$ cat config.mk
export PLATFORM = sky130hd
export DESIGN_NAME = operand_fetch_sequencer
export DESIGN_NICKNAME = d
export VERILOG_FILES = /design/src/rtl/ofs_pkg.sv /design/src/rtl/ofs_operand_latch.sv /design/src/rtl/operand_fetch_sequencer.sv
export SDC_FILE = /design/constraint.sdc
export NUM_CORES = 1
export LEC_CHECK = 0
export ABC_AREA = 1
export CORE_MARGIN = 1.5
export CORE_UTILIZATION = 35
export CTS_CLUSTER_DIAMETER = 120
export DETAILED_ROUTE_END_ITERATION = 16
export PLACE_DENSITY = 0.8
export SLEW_MARGIN = 20
export SYNTH_ARGS = -nofsm -noshare
export SYNTH_HDL_FRONTEND = slang
export SYNTH_SLANG_ARGS = --single-unit
$ cat constraint.sdc
create_clock -name Clk -period 2.7 [get_ports Clk]
set_input_delay 0.405 -clock Clk [delete_from_list [all_inputs] [get_ports Clk]]
set_output_delay 0.405 -clock Clk [all_outputs]
set_load 0.005 [all_outputs]
$ cat src/rtl/ofs_pkg.sv
// Shared types and widths for the operand fetch sequencer.
// The optional write-back bypass is enabled by defining OFS_BYPASS_EN.
package ofs_pkg;

    localparam int unsigned REG_W  = 5;
    localparam int unsigned WIN_W  = 2;
    localparam int unsigned DATA_W = 32;

    localparam logic RF_READ  = 1'b0;
    localparam logic RF_WRITE = 1'b1;

    typedef enum logic [1:0] {
        IDLE,
        RD_A,
        RD_B,
        DONE
    } ofs_state_e;

endpackage

$ cat src/rtl/ofs_operand_latch.sv
// Load-enabled operand register with asynchronous active-low clear.
module ofs_operand_latch
    import ofs_pkg::*;
(
    input  logic              clk_i,
    input  logic              rst_ni,
    input  logic              load_i,
    input  logic [DATA_W-1:0] d_i,
    output logic [DATA_W-1:0] q_o
);

    logic [DATA_W-1:0] data_q;

    always_ff @(posedge clk_i or negedge rst_ni) begin
        if (!rst_ni) begin
            data_q <= '0;
        end else if (load_i) begin
            data_q <= d_i;
        end
    end

    assign q_o = data_q;

endmodule

$ cat src/rtl/operand_fetch_sequencer.sv
// Fetches one or two operands from a windowed register file, giving write-backs priority.
// Define OFS_BYPASS_EN to forward a colliding write-back straight into the operand.
module operand_fetch_sequencer
    import ofs_pkg::*;
(
    input  logic              Clk,
    input  logic              Clr,
    input  logic              req_valid,
    output logic              req_ready,
    input  logic [REG_W-1:0]  req_rs1,
    input  logic [REG_W-1:0]  req_rs2,
    input  logic              req_use_rs2,
    input  logic [WIN_W-1:0]  req_window,
    output logic              op_valid,
    input  logic              op_ready,
    output logic [DATA_W-1:0] op_a,
    output logic [DATA_W-1:0] op_b,
    input  logic              wb_valid,
    output logic              wb_ready,
    input  logic [REG_W-1:0]  wb_rd,
    input  logic [WIN_W-1:0]  wb_window,
    input  logic [DATA_W-1:0] wb_data,
    output logic              rf_enable,
    output logic              rf_rw,
    output logic [REG_W-1:0]  rf_r_num,
    output logic [WIN_W-1:0]  rf_window,
    output logic [DATA_W-1:0] rf_in,
    input  logic [DATA_W-1:0] rf_out
);

    ofs_state_e        state_q;
    logic [REG_W-1:0]  rs1_q;
    logic [REG_W-1:0]  rs2_q;
    logic              use_rs2_q;
    logic [WIN_W-1:0]  window_q;
    logic              op_valid_q;

    logic              wb_go;
    logic              rd_state;
    logic              read_go;
    logic              bypass;
    logic              step;
    logic [REG_W-1:0]  rd_addr;
    logic [DATA_W-1:0] rd_data;
    logic              load_a;
    logic              load_b;
    logic [DATA_W-1:0] d_b;

    // Gating with Clr keeps the RF port silent while reset is held.
    assign wb_go    = Clr & wb_valid;
    assign rd_state = (state_q == RD_A) || (state_q == RD_B);
    assign rd_addr  = (state_q == RD_B) ? rs2_q : rs1_q;
    assign read_go  = Clr & rd_state & ~wb_valid;

`ifdef OFS_BYPASS_EN
    assign bypass = wb_go && rd_state && (rd_addr != '0) &&
                    (wb_rd == rd_addr) && (wb_window == window_q);
`else
    assign bypass = 1'b0;
`endif

    assign step    = read_go | bypass;
    assign rd_data = bypass ? wb_data : ((rd_addr == '0) ? '0 : rf_out);

    assign load_a = step && (state_q == RD_A);
    assign load_b = step && ((state_q == RD_B) || !use_rs2_q);
    assign d_b    = (state_q == RD_B) ? rd_data : '0;

    assign req_ready = Clr && (state_q == IDLE) && !wb_valid;
    assign wb_ready  = wb_go;
    assign op_valid  = op_valid_q;

    always_comb begin
        rf_enable = 1'b0;
        rf_rw     = RF_READ;
        rf_r_num  = '0;
        rf_window = '0;
        rf_in     = '0;
        if (wb_go) begin
            rf_enable = 1'b1;
            rf_rw     = RF_WRITE;
            rf_r_num  = wb_rd;
            rf_window = wb_window;
            rf_in     = wb_data;
        end else if (read_go) begin
            rf_enable = 1'b1;
            rf_rw     = RF_READ;
            rf_r_num  = rd_addr;
            rf_window = window_q;
        end
    end

    always_ff @(posedge Clk or negedge Clr) begin
        if (!Clr) begin
            state_q    <= IDLE;
            rs1_q      <= '0;
            rs2_q      <= '0;
            use_rs2_q  <= 1'b0;
            window_q   <= '0;
            op_valid_q <= 1'b0;
        end else begin
            case (state_q)
                IDLE: begin
                    if (req_valid && req_ready) begin
                        rs1_q     <= req_rs1;
                        rs2_q     <= req_rs2;
                        use_rs2_q <= req_use_rs2;
                        window_q  <= req_window;
                        state_q   <= RD_A;
                    end
                end
                RD_A: begin
                    if (step) begin
                        if (use_rs2_q) begin
                            state_q <= RD_B;
                        end else begin
                            state_q    <= DONE;
                            op_valid_q <= 1'b1;
                        end
                    end
                end
                RD_B: begin
                    if (step) begin
                        state_q    <= DONE;
                        op_valid_q <= 1'b1;
                    end
                end
                DONE: begin
                    if (op_ready) begin
                        state_q    <= IDLE;
                        op_valid_q <= 1'b0;
                    end
                end
                default: state_q <= IDLE;
            endcase
        end
    end

    ofs_operand_latch u_op_a (
        .clk_i  (Clk),
        .rst_ni (Clr),
        .load_i (load_a),
        .d_i    (rd_data),
        .q_o    (op_a)
    );

    ofs_operand_latch u_op_b (
        .clk_i  (Clk),
        .rst_ni (Clr),
        .load_i (load_b),
        .d_i    (d_b),
        .q_o    (op_b)
    );

endmodule
==> results of run 1 <==
## cell usage in the layout (no fill, tap or decap)
cell type        count
clkinvlp_4           3
or2_2                1
inv_1               39
inv_8                1
o21ai_2              1
clkinv_1             1
ha_2                 1
nor2_1              37
bufinv_16            1
clkdlybuf4s50_1    195
nor2_2               2
clkinv_2             1
nand3_1             80
a21oi_1              2
dlygate4sd3_1        1
dfrtp_1             79
o21ai_0              6
inv_6                2
a22o_1               6
dfrtp_2              1
ha_1                 4
o21ai_1              1
buf_4               12
nand2_1            174
inv_2                2
nand3_4              1
clkbuf_8             9
## routing by layer
layer	up-vias	global-route usage, %	share of wire [%]
met5	-	0	0
met4	0	5.41	1.3
met3	14	4.89	6.4
met2	141	37.5	50
met1	1847	27.7	43
li1	1829	-	-
## critical path: cells and delay by family, from the launching register on
kind / cells / cell delay (ns)
adders and majority gates: 1 / 0.26
and+or+nand+nor: 1 / 0.31
buffers and inverters: 2 / 0.58
AOI/OAI and AO/OA: 2 / 0.29
DFF: 1 / 0.43
## metrics by stage
step,instances,total power [mW]
floorplan,464,3.08
global placement,780,4.18
detailed placement,780,4.26
CTS,797,5.20
global route,799,5.56
finish,799,5.19
## power by group
group | internal [mW] | switching [mW] | total (mW)
sequential | 1.68 | 0.291 | 1.97
combinational | 1.19 | 1.12 | 2.30
clock | 0.439 | 0.486 | 0.925
total | 3.30 | 1.89 | 5.19
## Yosys cell counts
library cell | n | area, um^2
a21oi_1 | 2 | 10.0
a22o_1 | 6 | 52.6
buf_2 | 7 | 35.0
buf_4 | 1 | 7.51
buf_6 | 6 | 67.6
clkbuf_1 | 11 | 41.3
clkinv_1 | 1 | 3.75
dfrtp_1 | 80 | 2000
ha_1 | 5 | 62.6
inv_1 | 41 | 154
inv_2 | 1 | 3.75
nand2_1 | 174 | 653
nand3_1 | 80 | 400
nand3_4 | 1 | 17.5
nor2_1 | 39 | 146
o21ai_0 | 6 | 30.0
o21ai_1 | 2 | 10.0
or2_2 | 1 | 6.26
## cell families after synthesis
| kind of cell | Yosys count | synth area share (%) |
|---|---|---|
| simple gates | 295 | 33.0 |
| flops | 80 | 54.1 |
| buf+inv | 68 | 8.45 |
| compound gates | 16 | 2.77 |
| fa+ha+maj | 5 | 1.69 |
## how the worst max path moves through the flow
stage | endpoint | slack, ns | depth (start not counted)
after floorplan | u_op_b.q_o[10] | 0.95 | 8
after global placement | rf_r_num[2] | 0.38 | 5
after detailed placement | u_op_a.q_o[23] | 0.29 | 8
after CTS | rf_r_num[0] | 0.04 | 6
after global routing | rf_r_num[4] | -0.02 | 6
final | rf_r_num[4] | 0.09 | 6
## what timing repair did
item	CTS	global route
hold buffers	1	0
pin swaps	0	0
setup endpoints to repair	1	39
cloned	0	0
gates resized for setup	1	3
hold endpoints to repair	16	0
setup buffers	0	2
## final cells by class
class,instances,share of cell area (%)
clock buffers,9,2.07
clock inverters,7,1.32
inverters,43,2.76
multi-input cells,316,23.4
flip-flops and latches,80,33.4
well taps,136,2.84
repair buffers,208,34.2
## state kept, by name (all words and copies together) (netlist names)
register,count
op_valid,1
u_op_b.q_o,32
rs2_q,5
u_op_a.q_o,32
use_rs2_q,1
state_q,2
window_q,2
rs1_q,5
==> key figures, run 1 <==
Outcome
  – Status: complete, no violations

Timing
  – Max Slew Vio Count: 0
  – Fin worst setup slack: 0.0851 ns
  – Worst Tran Pin Value: 0.811 ns
  – Hold Fails Final Rpt: 0
  – Tcrit/Tclk final: 96.8%
  – Slew HR: 45.9%
  – Hold slack: 0.301 ns
  – Fmax: 382 MHz
  – Setup TNS: 0 ns
  – Clk_skew: 0.0133 ns
  – RSZ-0062 raised after global routing: true
  – Setup violators final: 0
  – Fin crit period: 2.61 ns

Layout
  – P&R area growth vs syn: 61.8%
  – Share of cells above drive strength 1: 5.73%
  – Fill cells: 939
  – Reg area: 2000 um^2
  – # nets final: 752
  – Multi-input logic area: 1400 um^2
  – Final Util: 58.3%
  – Final Cell Area: 5990 um^2
  – Antenna Cells: 0

Routing
  – Via Count: 3831
  – Post-route antenna net violation count: 0
  – Pre-Repair DR Iteration Count: 4
  – DR iter-0 viols: 186
  – DRC errors left: 0
  – Routed vias/inst: 4.79
  – Routed wire per std cell: 15.0 um
  – WL final: 12000 um

Placement
  – Worst slack, placed: 0.291 ns
  – GPL Wtd Cong: 0.831
  – Placed inst area: 5760 um^2
  – Port Buffer Count: 196
  – Post-DP HPWL: 8690 um

Clocking
  – Max Root-Sink Buffers: 2
  – Num CTS Buffers: 9
  – Clock sink count: 80
  – CTS tree: built
  – Worst skew pair latency: 0.36 ns
  – Root buf cell: clkbuf_8
  – H-tree depth: 3
  – Clk pin slew, worst setup/hold paths: 0.09 ns

Logic synthesis
  – Synth Instances: 464
  – Syn. warnings: 0
  – Synth cell types: 18
  – Syn nets: 558
  – Synth Register Bits: 80
  – Seq/Total Area, Yosys: 54.1%
  – Cell Area, Synth: 3700 um^2
  – Mapped Avg Cell Area: 7.98 um^2

Floorplanning
  – Initial Util: 36.0%
  – IO Pins: 197
  – Core Rows: 37
  – Core Area: 10300 um^2
  – Die Ht: 106 um
  – Die ar.: 11200 um^2
  – Die X: 106 um

Worst setup path
  – R2R Path Start: state_q[0]
  – Crit start category: flip-flop
  – FF-to-FF path depth: 9
  – R2R Path End: u_op_a.q_o[23]
  – CP cell instances: inv_1 -> ha_2 -> or2_2 -> o21ai_1 -> o21ai_0 -> clkdlybuf4s50_1
  – Max incr delay on CP: 0.47 ns
  – CP arrival: 2.21 ns
  – CP endpoint kind: output port
  – Worst Setup SP: state_q[0]
  – WS Path Type: reg2out
  – Critical Path RT: 2.30 ns
  – Flop2flop setup slack: 0.33 ns
  – Maximum fanout along the worst path: 8
  – CP max-delay cell: clkdlybuf4s50_1

Global route
  – Initial antenna violation count: 0
  – All-Layer GR Usage: 21.8%
  – Pin count of the biggest net entering global routing: 65
  – First-pass GRT wire length: 19400 um
  – Vias in the first global route: 3896
  – Grt total ovfl: 0

Pwr
  – Leak: 2.99 nW
  – Power Density: 866 nW/um^2
  – Peak supply drop: 594 uV

Worst hold path
  – Hold Path Class: in2async

Run
  – Max-cap violations: 0
Note: power is estimated with default switching activity, not from simulation.
==> inputs of run 2 (changes only) <==
PLACE_DENSITY = 0.83   (was 0.8)
clock period = 2.4 ns   (was 2.7 ns; I/O delays follow)
==> run 2 against run 1 <==
Against the previous run: die area is the same; first-iteration DRC count is 3.8% higher; routed wire length down 3.4%; sequential power up 12%; sequential cell count stayed put; critical path depth is the same; final area grew 1.6%; largest cell class unchanged; final cell count is 1.0% higher; combinational power up 20%; via count up 0.52%; count of clock-buffer cells in the layout is the same; clock power down 1%.
==> key figures, run 2 (same netlist as run 1, synthesis figures left out) <==
Outcome
  – Status: complete, no violations

Timing
  – Clk_skew: 0.0155 ns
  – Max Slew Vio Count: 0
  – Slew HR: 53.7%
  – Setup TNS: 0 ns
  – Worst Tran Pin Value: 0.695 ns
  – Hold Fails Final Rpt: 0
  – Setup violators final: 0
  – Fin worst setup slack: 0.0795 ns
  – Fin crit period: 2.32 ns
  – Tcrit/Tclk final: 96.7%
  – Fmax: 431 MHz
  – RSZ-0062 raised after global routing: false

Floorplanning
  – Core Area: 10300 um^2
  – Core Rows: 37
  – Die X: 106 um
  – IO Pins: 197
  – Initial Util: 36.0%
  – Die ar.: 11200 um^2
  – Die Ht: 106 um

Worst setup path
  – Maximum fanout along the worst path: 7
  – Critical Path RT: 2.04 ns
  – Flop2flop setup slack: 0.58 ns
  – Crit start category: flip-flop
  – CP max-delay cell: clkdlybuf4s50_1
  – CP arrival: 1.96 ns
  – Max incr delay on CP: 0.50 ns
  – CP endpoint kind: output port
  – WS Path Type: reg2out
  – CP cell instances: inv_2 -> ha_4 -> nand3_2 -> inv_4 -> a22o_1 -> clkdlybuf4s50_1

Pwr
  – Logic pwr share: 46.9%
  – Switching portion of total power: 36.6%
  – Final total power: 5.87 mW
  – Power Density: 964 nW/um^2
  – Switching component of the power: 2.15 mW
  – Cell Int Power: 3.72 mW
  – Peak supply drop: 475 uV
  – Sequential share of power: 37.5%
  – Part of the power in the clock network: 15.6%
  – Leak: 3.08 nW

Global route
  – All-Layer GR Usage: 21.2%
  – Pin count of the biggest net entering global routing: 57
  – Vias in the first global route: 3813
  – Initial antenna violation count: 0
  – First-pass GRT wire length: 18900 um
  – Grt total ovfl: 0

Placement
  – Post-DP HPWL: 8440 um
  – GPL Wtd Cong: 0.817
  – Port Buffer Count: 196
  – Worst slack, placed: 0.173 ns

Clocking
  – Max Root-Sink Buffers: 2
  – Clk pin slew, worst setup/hold paths: 0.10 ns
  – Num CTS Buffers: 9
  – Worst skew pair latency: 0.35 ns
  – Clock sink count: 80
  – Root buf cell: clkbuf_8
  – CTS tree: built
  – H-tree depth: 3

Routing
  – DR iter-0 viols: 193
  – Routed metal-1 wire length: 4920 um
  – Post-route antenna net violation count: 0
  – Routed vias/inst: 4.77
  – Met3 WL post-DR: 855 um
  – Via Count: 3851
  – DRC errors left: 0
  – Pre-Repair DR Iteration Count: 5
  – Routed wire per std cell: 14.4 um
  – Top routing layer in use: met4
  – Met2 wire len: 5670 um
  – WL final: 11600 um

Layout
  – # nets final: 760
  – Commonest non-fill, non-tap cell in the layout: clkdlybuf4s50_1
  – Most frequent cells in the layout: 192 x clkdlybuf4s50_1, 174 x nand2_1, 79 x nand3_1, 79 x dfrtp_1, 38 x inv_1
  – Final Util: 59.3%
  – P&R area growth vs syn: 64.5%
  – Antenna Cells: 0
  – Share of cells above drive strength 1: 7.45%

Worst hold path
  – Hold Path Class: in2async

Run
  – Max-cap violations: 0
-- run 2: layout make-up --
class	count	area [um^2]
fillers	909	4190
repair buffers	216	2140
flip-flops and latches	80	2000
multi-input cells	316	1430
well taps	136	170
inverters	43	164
clock buffers	9	124
clock inverters	7	55.1
-- run 2: per-stage QoR --
stage | cells | hold slack, ns | cell area (um^2)
6_report | 807 | 0.0326 | 6090
5_1_grt | 807 | 0.0414 | 6090
4_1_cts | 805 | 0.0260 | 6050
3_5_place_dp | 786 | 0.214 | 5830
3_3_place_gp | 786 | 0.209 | 5830
2_1_floorplan | 464 | 0.0644 | 3700
-- run 2: path summary, 6_finish.rpt --
kind                            cells past startpoint        from              to
worst max-delay path                                6  state_q[1]     rf_r_num[1]
worst min-delay path                                2         Clr        rs1_q[3]
worst max register to register                      8  state_q[1]  u_op_a.q_o[29]
worst min register to register                      2    rs1_q[4]        rs1_q[4]
max in group asynchronous                           2         Clr      state_q[1]
min in group Clk                                    2    rs1_q[4]        rs1_q[4]
-- run 2: power by group through the flow --
stage          clock (mW)  sequential, mW  combinational, mW
5_1_grt              1.01            2.26               3.05
2_1_floorplan           0            2.20               1.26
3_3_place_gp            0            2.20               2.57
4_1_cts             0.933            2.20               2.72
6_report            0.914            2.21               2.75
3_5_place_dp            0            2.22               2.64
-- run 2: worst max-delay path, delay by kind of cell (launching register included) --
| kind | cells | cell delay [ns] |
|---|---|---|
| AOI/OAI and AO/OA | 1 | 0.13 |
| and+or+nand+nor | 1 | 0.10 |
| buffers and inverters | 3 | 0.69 |
| DFF | 1 | 0.43 |
| adders and majority gates | 1 | 0.27 |
-- run 2: metal layers --
layer	vias to the layer above	global-route usage (%)
met4	0	6.66
met2	162	36.3
met1	1825	26.7
met5	-	0
met3	15	4.64
li1	1849	-
-- run 2: what timing repair did --
| item | in CTS | in global routing |
|---|---|---|
| endpoints found under the setup margin | 8 | 8 |
| setup buffers | 2 | 2 |
| resized for setup | 6 | 7 |
| pin swaps | 1 | 1 |
| endpoints found under the hold margin | 7 | 0 |
| hold buffers | 1 | 0 |
==> patch 1: new RTL, config.mk and constraints of run 1 <==
Re-encode `ofs_state_e` (4 states) as Gray code, 2 bits wide.
--- a/src/rtl/ofs_pkg.sv
+++ b/src/rtl/ofs_pkg.sv
@@ -10,10 +10,10 @@
     localparam logic RF_WRITE = 1'b1;
 
     typedef enum logic [1:0] {
-        IDLE,
-        RD_A,
-        RD_B,
-        DONE
+        IDLE = 2'b00,
+        RD_A = 2'b01,
+        RD_B = 2'b11,
+        DONE = 2'b10
     } ofs_state_e;
 
 endpackage
Function: no difference found for any inputs over 10 cycles, from zero or initial values; not proved beyond that.
==> patch 1 against run 1 <==
Sequential cell count stayed put. Power decreased by 0.94%. Final area shrank 1.8%. Wire length rose by 1.2%. Synthesized cell count is 1.7% lower. Register-to-register slack improved by 130 ps. Global-route usage increased by 0.51 points. Synthesized area fell by 3.1%. Count of clock-buffer cells in the layout grew 2. Worst setup slack improved by 130 ps. Critical path type is now primary input to output port. Largest cell class unchanged. Largest power group unchanged.
==> patch 1: results (changes against run 1) <==
post-synthesis sequential area ratio 0.558 (was 0.541); reg2reg end u_op_a.q_o[18] (was u_op_a.q_o[23]); CP startpoint wb_valid (was state_q[0]); worst-skew pair later-pin latency 350 ps; FILL cells 849 (was 939); DP Area 5680 um2 (was 5760 um2); FFs w/ async S/R, synth 1.00 (unchanged); Final Routed Wirelength 12200 um (was 12000 um); fraction of layout cells with a size suffix above 1 0.0429 (was 0.0573); yosys warns 0 (unchanged); Yosys cell types 17 (was 18); FF-to-FF path depth 8 (was 9); crit path max fanout 7 (was 8); top area cells in the synthesized netlist dfrtp_1 56%, nand2_1 18%, nand3_1 11% (was dfrtp_1 54%, nand2_1 18%, nand3_1 11%); pre-CTS setup slack 219 ps (was 291 ps); top post-synthesis cells by count 175 x nand2_1, 81 x nand3_1, 80 x dfrtp_1 (was 174 x nand2_1, 80 x dfrtp_1, 80 x nand3_1); dpl hpwl 9080 um (was 8690 um); Starting DRT DRC Count 162 (was 186); Pleak 2.93 nW (was 2.99 nW); Net count, final 736 (was 752); R2R Setup Slk 460 ps (was 330 ps); Fin Clk Skew 9.26 ps (was 13.3 ps); number of global-route vias before repair 3849 (was 3896); Arr. time, crit path 2080 ps (was 2210 ps); VDD IR max 0.000420 V (was 0.000594 V); Net Count, Synth 545 (was 558); status finished clean (unchanged); largest net degree at the start of global routing 41 (was 65); initial antenna violation count 5 (was 0); first-pass GRT wire length 19000 um (was 19400 um); Avg Vias per Cell 4.81 (was 4.79); GRT Util Overall 0.223 (was 0.218); Worst-Margin Slew 648 ps (was 811 ps); gpl congestion 0.841 (was 0.831); TritonRoute pass-1 iters 6 (was 4)
-- patch 1: cell types whose count changed after synthesis, sizes merged, moves of 2 or more --
| cell | run 1 | this run |
|---|---|---|
| buf | 14 | 16 |
| ha | 5 | 0 |
| nand2 | 174 | 176 |
| o21ai | 8 | 4 |
| inv | 42 | 40 |
-- patch 1: timing repair --
item / 4_1_cts / 5_1_grt
hold buffers: 1 / 0
setup endpoints to repair: 0 / 0
buffers inserted: 0 / 0
endpoints found under the hold margin: 2 / 0
gates resized for setup: 0 / 0
-- patch 1: worst max path at each step --
stage | endpoint | slack [ps] | cells past startpoint
floorplan | rf_r_num[0] | 1250 | 3
detailed placement | rf_r_num[3] | 220 | 8
global route | rf_r_num[3] | 120 | 8
finish | rf_r_num[3] | 210 | 8
global placement | rf_r_num[0] | 290 | 8
CTS | rf_r_num[3] | 220 | 8
-- patch 1: logic make-up after synthesis --
logic type | Yosys count | share of synthesized area
buffers and inverters | 67 | 0.0764
AO/OA/AOI/OAI | 12 | 0.0237
flip-flops | 80 | 0.558
AND/OR/NAND/NOR | 297 | 0.342
-- patch 1: cell type report --
| cell class | instances | area share |
|---|---|---|
| Antenna cell | 4 | 0.00170 |
| Sequential cell | 80 | 0.340 |
| Multi-Input combinational cell | 309 | 0.223 |
| Timing Repair Buffer | 206 | 0.348 |
| Tap cell | 133 | 0.0283 |
| Inverter | 41 | 0.0261 |
| Clock buffer | 11 | 0.0223 |
| Clock inverter | 5 | 0.00978 |
-- patch 1: layer usage --
metal | wire length (um) | GRT usage | vias to the layer above
met1 | 4930 | 0.248 | 1795
met2 | 5880 | 0.393 | 176
met5 | 31 | 0 | -
met4 | 228 | 0.0655 | 4
met3 | 1090 | 0.0877 | 22
li1 | - | - | 1801
-- patch 1: power breakdown --
group | leakage [nW] | total (W) | internal [W] | switching [W]
registers | 1.02 | 0.00206 | 0.00172 | 0.000336
clock network | 0.0856 | 0.000864 | 0.000427 | 0.000437
logic | 1.82 | 0.00222 | 0.00123 | 0.000992
-- patch 1: worst max-delay path: stages --
cell	delay [ps]
clkdlybuf4s50_1	480
inv_1	40
nand2_1	110
inv_1	50
nand2_1	170
inv_1	160
a22o_1	220
clkdlybuf4s50_1	450
-- patch 1: stage by stage --
step / hold slack (ps) / instances / utilization
finish: 156 / 789 / 0.597
global route: 167 / 787 / 0.596
CTS: 159 / 785 / 0.596
detailed placement: 216 / 768 / 0.575
global placement: 213 / 768 / 0.575
floorplan: 109 / 456 / -
==> patch 2: new RTL, flow settings as in run 1 <==
Without the edit above. Add a define of `OFS_BYPASS_EN`.
--- a/src/rtl/operand_fetch_sequencer.sv
+++ b/src/rtl/operand_fetch_sequencer.sv
@@ -1,5 +1,7 @@
 // Fetches one or two operands from a windowed register file, giving write-backs priority.
 // Define OFS_BYPASS_EN to forward a colliding write-back straight into the operand.
+`define OFS_BYPASS_EN
+
 module operand_fetch_sequencer
     import ofs_pkg::*;
 (
Formal check against the unedited RTL: not equivalent (a bounded check fails within 4 cycles, from zero or initial values).
==> patch 2 against run 1 <==
Register-to-register slack got worse by 130 ps. Wire length increased by 19%. Count of clock-buffer cells in the layout increased by 1. Final area increased by 17%. Final cell count increased by 31%. Synthesized area increased by 24%. Sequential cell count unchanged. Worst setup slack got worse by 8.9 ps. Power increased by 6.6%.
==> patch 2: results (changes against run 1) <==
post-synthesis sequential area ratio 0.437 (was 0.541); R2R Setup Slk 200 ps (was 330 ps); largest net degree at the start of global routing 68 (was 65); TritonRoute pass-1 iters 5 (was 4); first-pass GRT wire length 23100 um (was 19400 um); gpl congestion 0.802 (was 0.831); Root Buffer clkbuf_16 (was clkbuf_8); Avg Vias per Cell 4.48 (was 4.79); number of global-route vias before repair 4492 (was 3896); GRT Util Overall 0.211 (was 0.218); Clock transition at path regs 60 ps (was 90 ps); starting density of the core 0.360 (about the same); Worst-Margin Slew 855 ps (was 811 ps); Yosys cell types 27 (was 18); dpl hpwl 9950 um (was 8690 um); Fin Clk Skew 5.33 ps (was 13.3 ps); Net Count, Synth 769 (was 558); worst-skew pair later-pin latency 340 ps (was 360 ps); wire per inst 13.6 um (was 15.0 um); DP Area 6680 um2 (was 5760 um2); top post-synthesis cells by count 304 x nand2_1, 89 x inv_1, 80 x dfrtp_1, 80 x nor2_1, 44 x nand3_1 (was 174 x nand2_1, 80 x dfrtp_1, 80 x nand3_1); fraction of layout cells with a size suffix above 1 0.0620 (was 0.0573); FILL cells 1256 (was 939); status finished clean (unchanged); Primary FF master, synth dfrtp_1 (unchanged); Starting DRT DRC Count 290 (was 186)
patch 2: layout make-up:
class	instances	area [um2]	share of cell area
sequential	80	2000	0.285
tap	172	215	0.0307
clock buffer	10	229	0.0326
multi-input combinational	470	2060	0.293
timing repair buffer	213	2100	0.300
inverter	92	350	0.0499
clock inverter	6	60.1	0.00856
patch 2: worst paths after layout:
path                           startpoint        endpoint  depth (start not counted)
setup reg to reg               state_q[0]  u_op_a.q_o[15]                         14
hold reg to reg            u_op_b.q_o[22]  u_op_b.q_o[22]                          2
max in group asynchronous             Clr        op_valid                          2
hold / removal                        Clr        rs1_q[0]                          2
setup / recovery               state_q[0]     rf_r_num[4]                          7
min in group Clk           u_op_b.q_o[22]  u_op_b.q_o[22]                          2
patch 2: kinds of logic after synthesis:
family          count (synthesis)  synth area share
compound gates                 23            0.0314
xor+xnor                        1           0.00191
buf+inv                       125             0.121
fa+ha+maj                       5            0.0136
mux                             2           0.00491
flops                          80             0.437
simple gates                  439             0.391
patch 2: where the power goes:
group,leakage [nW],internal [W],total [W],switching (W)
clock,0.138,0.000711,0.00120,0.000491
combinational,2.59,0.00124,0.00244,0.00120
sequential,1.01,0.00164,0.00190,0.000254
patch 2: repair_timing:
item | 4_1_cts | 5_1_grt
hold buffers | 1 | 0
pin swaps | 0 | 1
buffers inserted | 0 | 1
setup endpoints to repair | 6 | 30
endpoints found under the hold margin | 13 | 0
gates resized for setup | 2 | 5
patch 2: worst max-delay path: stages, from the launching register on:
cell             delay (ps)
dfrtp_1                 400
inv_1                   120
ha_1                    310
inv_1                    60
nor2_2                  110
nand2_2                 160
o22ai_2                 160
clkdlybuf4s50_1         550
patch 2: layer usage:
metal  routed length (um)  global-route usage
met1                 6160               0.261
met2                 7070               0.359
met3                  849              0.0569
met4                  157              0.0617
met5                    0                   0
patch 2: stage by stage:
step                std cells  hold slack (ps)  setup slack, ps
CTS                      1042              361             19.5
global route             1043              420             13.2
finish                   1043              335             76.2
detailed placement       1025              275              201
global placement         1025              275              249
floorplan                 675              109              610
